## src/rtl/cdb_arbiter.sv

```systemverilog
// cdb_arbiter: two result FIFOs (int ALU, mem pipe) merged round-robin onto one CDB.
// Define CDB_STATS_EN to add saturating grant/conflict counters; otherwise they read 0.
module cdb_arbiter #(
  parameter int DATA_W = 32,
  parameter int TAG_W  = 3,
  parameter int DEPTH  = 2
) (
  input  logic              clk,
  input  logic              rst,
  input  logic              flush,
  input  logic              int_valid,
  input  logic [TAG_W-1:0]  int_id,
  input  logic [DATA_W-1:0] int_value,
  output logic              int_ready,
  input  logic              mem_valid,
  input  logic [TAG_W-1:0]  mem_id,
  input  logic [DATA_W-1:0] mem_value,
  output logic              mem_ready,
  output logic              cdb_valid,
  output logic [TAG_W-1:0]  cdb_id,
  output logic [DATA_W-1:0] cdb_value,
  output logic              cdb_src,
  output logic [15:0]       int_grants,
  output logic [15:0]       mem_grants,
  output logic [15:0]       conflicts
);

  localparam int PW = $clog2(DEPTH);
  localparam int CW = PW + 1;
  localparam int EW = TAG_W + DATA_W;

  logic [EW-1:0] buf_q [2][DEPTH];
  logic [PW-1:0] wr_q  [2];
  logic [PW-1:0] rd_q  [2];
  logic [CW-1:0] cnt_q [2];
  logic [CW-1:0] cnt_d [2];
  logic [EW-1:0] din   [2];
  logic          rr_q, rr_d;
  logic [1:0]    ne, full, push, pop;
  logic [EW-1:0] head;

  always_comb begin
    din[0] = {int_id, int_value};
    din[1] = {mem_id, mem_value};
    for (int s = 0; s < 2; s++) begin
      ne[s]   = (cnt_q[s] != '0);
      full[s] = (cnt_q[s] == CW'(DEPTH));
    end
    // rr_q = 0 favours int, 1 favours mem
    pop[0]  = ne[0] && (!ne[1] || !rr_q);
    pop[1]  = ne[1] && (!ne[0] || rr_q);
    push[0] = int_valid && !full[0] && !flush;
    push[1] = mem_valid && !full[1] && !flush;
  end

  always_comb begin
    rr_d = rr_q;
    if (flush)       rr_d = 1'b0;
    else if (pop[0]) rr_d = 1'b1;
    else if (pop[1]) rr_d = 1'b0;
    for (int s = 0; s < 2; s++) begin
      cnt_d[s] = cnt_q[s] + CW'(push[s]) - CW'(pop[s]);
      if (flush) cnt_d[s] = '0;
    end
  end

  always_ff @(posedge clk or posedge rst) begin
    if (rst) begin
      rr_q <= 1'b0;
      for (int s = 0; s < 2; s++) begin
        wr_q[s]  <= '0;
        rd_q[s]  <= '0;
        cnt_q[s] <= '0;
        for (int e = 0; e < DEPTH; e++) buf_q[s][e] <= '0;
      end
    end else begin
      rr_q <= rr_d;
      for (int s = 0; s < 2; s++) begin
        cnt_q[s] <= cnt_d[s];
        if (flush) begin
          wr_q[s] <= '0;
          rd_q[s] <= '0;
        end else begin
          if (push[s]) begin
            buf_q[s][wr_q[s]] <= din[s];
            wr_q[s] <= wr_q[s] + PW'(1);
          end
          if (pop[s]) rd_q[s] <= rd_q[s] + PW'(1);
        end
      end
    end
  end

  assign head      = buf_q[pop[1]][rd_q[pop[1]]];
  assign cdb_valid = |ne;
  assign cdb_src   = pop[1];
  assign cdb_id    = cdb_valid ? head[EW-1:DATA_W] : '0;
  assign cdb_value = cdb_valid ? head[DATA_W-1:0] : '0;
  assign int_ready = !full[0];
  assign mem_ready = !full[1];

`ifdef CDB_STATS_EN
  logic [15:0] ig_q, mg_q, cf_q;

  always_ff @(posedge clk or posedge rst) begin
    if (rst) begin
      ig_q <= '0;
      mg_q <= '0;
      cf_q <= '0;
    end else begin
      if (pop[0] && ig_q != 16'hFFFF) ig_q <= ig_q + 16'd1;
      if (pop[1] && mg_q != 16'hFFFF) mg_q <= mg_q + 16'd1;
      if (&ne && cf_q != 16'hFFFF)    cf_q <= cf_q + 16'd1;
    end
  end

  assign int_grants = ig_q;
  assign mem_grants = mg_q;
  assign conflicts  = cf_q;
`else
  assign int_grants = 16'd0;
  assign mem_grants = 16'd0;
  assign conflicts  = 16'd0;
`endif

endmodule
```

## config.mk

```make
export PLATFORM = sky130hd
export DESIGN_NAME = cdb_arbiter
export DESIGN_NICKNAME = d
export VERILOG_FILES = /design/src/rtl/cdb_arbiter.sv
export SDC_FILE = /design/constraint.sdc
export NUM_CORES = 1
export LEC_CHECK = 0
export ABC_AREA = 1
export CAP_MARGIN = 30
export CORE_UTILIZATION = 57
export CTS_BUF_LIST = sky130_fd_sc_hd__clkbuf_8
export DETAILED_ROUTE_END_ITERATION = 16
export GPL_TIMING_DRIVEN = 0
export PLACE_DENSITY = 0.86
export SLEW_MARGIN = 20
export SYNTH_ARGS = -nofsm -noshare
export SYNTH_HDL_FRONTEND = slang
export SYNTH_SLANG_ARGS = --single-unit
```

## constraint.sdc

```tcl
create_clock -name clk -period 9.4 [get_ports clk]
set_input_delay 2.82 -clock clk [delete_from_list [all_inputs] [get_ports clk]]
set_output_delay 2.82 -clock clk [all_outputs]
set_load 0.02 [all_outputs]
```

==> summary.md <==
| Metric | Value |
|---|---|
| RSZ-0062 raised after global routing | no |
| Wire per inst | 14.2 um |
| Syn Area/Cell | 7.43 um^2 |
| Reg2reg path depth | 11 |
| WS Path Type | flop to output pin |
| Worst hold slack | 0.475 ns |
| Clock Tree Buf Depth | 2 |
| Detailed Route WL | 20000 um |
| Outcome | complete, no violations |
| Combinational family with the most area after synthesis | simple AND/OR/NAND/NOR gates |
| Post-synthesis mux area share | 0% |
| # rows | 42 |
| Post-CTS Setup Bufs | 0 |
| PD cells | 400 mW/mm^2 |
| Final Setup Violations | 0 |
| Cells after Synth | 1048 |
| Clock Latency Late Sink | 0.47 ns |
| Grt ovf | 0 |
| Pin count of the biggest net entering global routing | 103 |
| Leak pwr | 5.28 nW |
| Register bit count reported by yosys | 149 |
| Residual DRC | 0 |
| GRT Overall Usage | 29.8% |
| IO Port Bufs | 112 |
| Resize count post-CTS | 0 |
| Synth warnings | 0 |
| Synthesized area | 0.00779 mm^2 |
| Highest routed metal layer | met4 |
| Hold Crit Class | flop to flop |
| Compound-Gate Fraction of Synth Area | 9.54% |
| Slew Limit Fails | 0 |
| Share of layout cells above drive strength 1 | 9.95% |
| Final net count | 1306 |
| M1 WL | 8260 um |
| Ant diodes | 0 |
| Iter 0 DRT Violations | 630 |
| Vias | 7037 |
| Crit Path Max Fanout | 10 |
| Core ar. | 0.0133 mm^2 |
| Die area | 0.0141 mm^2 |
| Critical path buffers and inverters | 2 |
| CTS clk-pin slew, worst paths | 0.08 ns |
| Die width | 119 um |
| Worst setup margin | 3.80 ns |
| R2r endpoint | cnt_q[1] |
| Post-route ant nets | 0 |
| Clock Skew | 0.0112 ns |
| Sink Count | 149 |
| Synth Area in XOR/XNOR | 0.450% |
| Vias in the first global route | 6714 |
| Worst slew pin tran | 0.551 ns |
| Period utilization | 59.6% |
| Worst Hold Endpoint | rd_q[1] |
| Hold Path Depth | 1 |
| Vias per cell | 4.98 |
| Initial antenna violation count | 0 |
| Crit path required time | 6.58 ns |
| Root Driver | clkbuf_8 |
| Met2 WL | 9690 um |
| Sequential fraction of the synthesis area | 47.9% |
| Cells along the critical path | nor2_1 > nand2_1 > clkbuf_1 > nand2_1 > nor2_1 > clkdlybuf4s50_1 |
| CTS HTree Levels | 4 |
| DP Worst Slack | 4.37 ns |
| # hold bufs at CTS | 0 |
| DR WL met3 | 1560 um |
| Post-layout minimum cycle time | 5.60 ns |
| CP max stage cell | clkdlybuf4s50_1 |
| Die height | 119 um |
| CP arrival | 2.78 ns |
| Max IR drop VDD | 0.342 mV |
| Final Hold Viols | 0 |
| Simple-Gate Fraction of Synth Area | 26.7% |
| Setup_tns | 0 ns |
| Adder-cell share of the synthesized area | 0.642% |
| Slew headroom | 63.2% |
| Largest stage delay, worst path | 0.65 ns |
| Netlist cell types | 25 |
| Number of max-cap violations | 0 |
| Dpl hpwl | 14200 um |
| CTS tree | built |
| Router iterations before antenna repair | 5 |
| Layout area overhead | 24.5% |
| Hold Path Origin | rd_q[1] |
| R2r setup slk | 7.31 ns |
| CP endpoint kind | output pin |
| Final Wtd Congestion | 0.843 |
| Top-Level Pins | 162 |
| Startpoint Class | flop |
| Initial core utilization | 58.6% |
| Critical R2R Launch | cnt_q[1] |
| CP delay by family, top | buffers and inverters |
| Num CTS Buffers | 17 |
| Max Clock Freq | 179 MHz |
| First-pass GRT wire length | 32300 um |
==> metal layers <==
metal / vias to the layer above / global-route usage (%)
met5: - / 0
met4: 0 / 12.8
met3: 56 / 6.18
met2: 292 / 50.4
met1: 3230 / 37.0
li1: 3459 / -
==> power by group <==
group	leakage [nW]	switching, mW	internal (mW)
clock	0.196	0.225	0.239
combinational	3.23	1.42	0.947
sequential	1.85	0.141	0.903
==> layout by cell type, fill, tap and decap left out, drive strengths merged <==
cell type | netlist | final
nand2 | 396 | 396
dfrtp | 149 | 149
o21ai | 145 | 145
inv | 122 | 125
clkdlybuf4s50 | 0 | 112
buf | 87 | 88
nor2 | 76 | 76
conb | 1 | 48
clkbuf | 19 | 38
nand3b | 35 | 35
nand3 | 5 | 5
ha | 4 | 4
clkinv | 0 | 4
nand4 | 2 | 2
xnor2 | 2 | 2
xor2 | 2 | 2
a21oi | 2 | 2
bufinv | 0 | 2
a211oi | 1 | 1
==> flip-flops by register name, indices dropped and copies added, names as in the netlist <==
name / cells
wr_q: 2
rd_q: 2
rr_q: 1
cnt_q: 4
buf_q: 140
==> cell families after synthesis <==
group	count (synthesis)
and+or+nand+nor	514
buffers and inverters	228
AOI/OAI and AO/OA	148
DFF	149
other	1
adders and majority gates	4
xor gates and xnor gates	4
==> cells in the mapped netlist <==
cell      count  area (um^2)
a211oi_1      1         7.51
clkbuf_2      2         10.0
clkbuf_1     17         63.8
dfrtp_1     149         3730
inv_2         2         7.51
o21ai_0      70          350
inv_4         2         12.5
ha_1          4         50.1
xor2_1        2         17.5
nand4_1       2         12.5
nor2_2        1         6.26
buf_2        27          135
buf_6         7         78.8
nand3b_1     35          263
conb_1        1         3.75
nand3_2       1         10.0
nand2_1     395         1480
nor2_1       75          282
o21ai_1      75          375
inv_1       118          443
nand3_1       4         20.0
nand2_2       1         6.26
xnor2_1       2         17.5
a21oi_1       2         10.0
buf_4        53          398
==> layout make-up <==
type                    instances  area [um^2]
clock inverters                 9         91.3
repair buffers                113         1150
well taps                     176          220
inverters                     122          470
fillers                      1076         3600
flip-flops and latches        149         3730
clock buffers                  19          262
plain buffers                 106          686
multi-input cells             718         3090
==> worst max-delay path by stage <==
stage | start | slack, ns | cells after the start | to
6_report | cnt_q[3] | 3.80 | 6 | cdb_value[31]
2_1_floorplan | rst | 2.57 | 1 | buf_q[0]
3_5_place_dp | cnt_q[3] | 4.37 | 6 | cdb_value[31]
3_3_place_gp | rst | 0.75 | 2 | buf_q[131]
5_1_grt | cnt_q[3] | 3.69 | 6 | cdb_value[9]
4_1_cts | cnt_q[3] | 3.86 | 6 | cdb_value[31]
==> through the flow <==
step	utilization, %	instances	instance area [um^2]	power, mW
after floorplan	-	1095	7970	2.55
after CTS	72.9	1412	9700	3.85
after global routing	72.9	1412	9700	4.16
after global placement	70.0	1383	9310	3.33
final	72.9	1412	9700	3.88
after detailed placement	70.3	1384	9340	3.38
(Power assumes the default switching activity.)
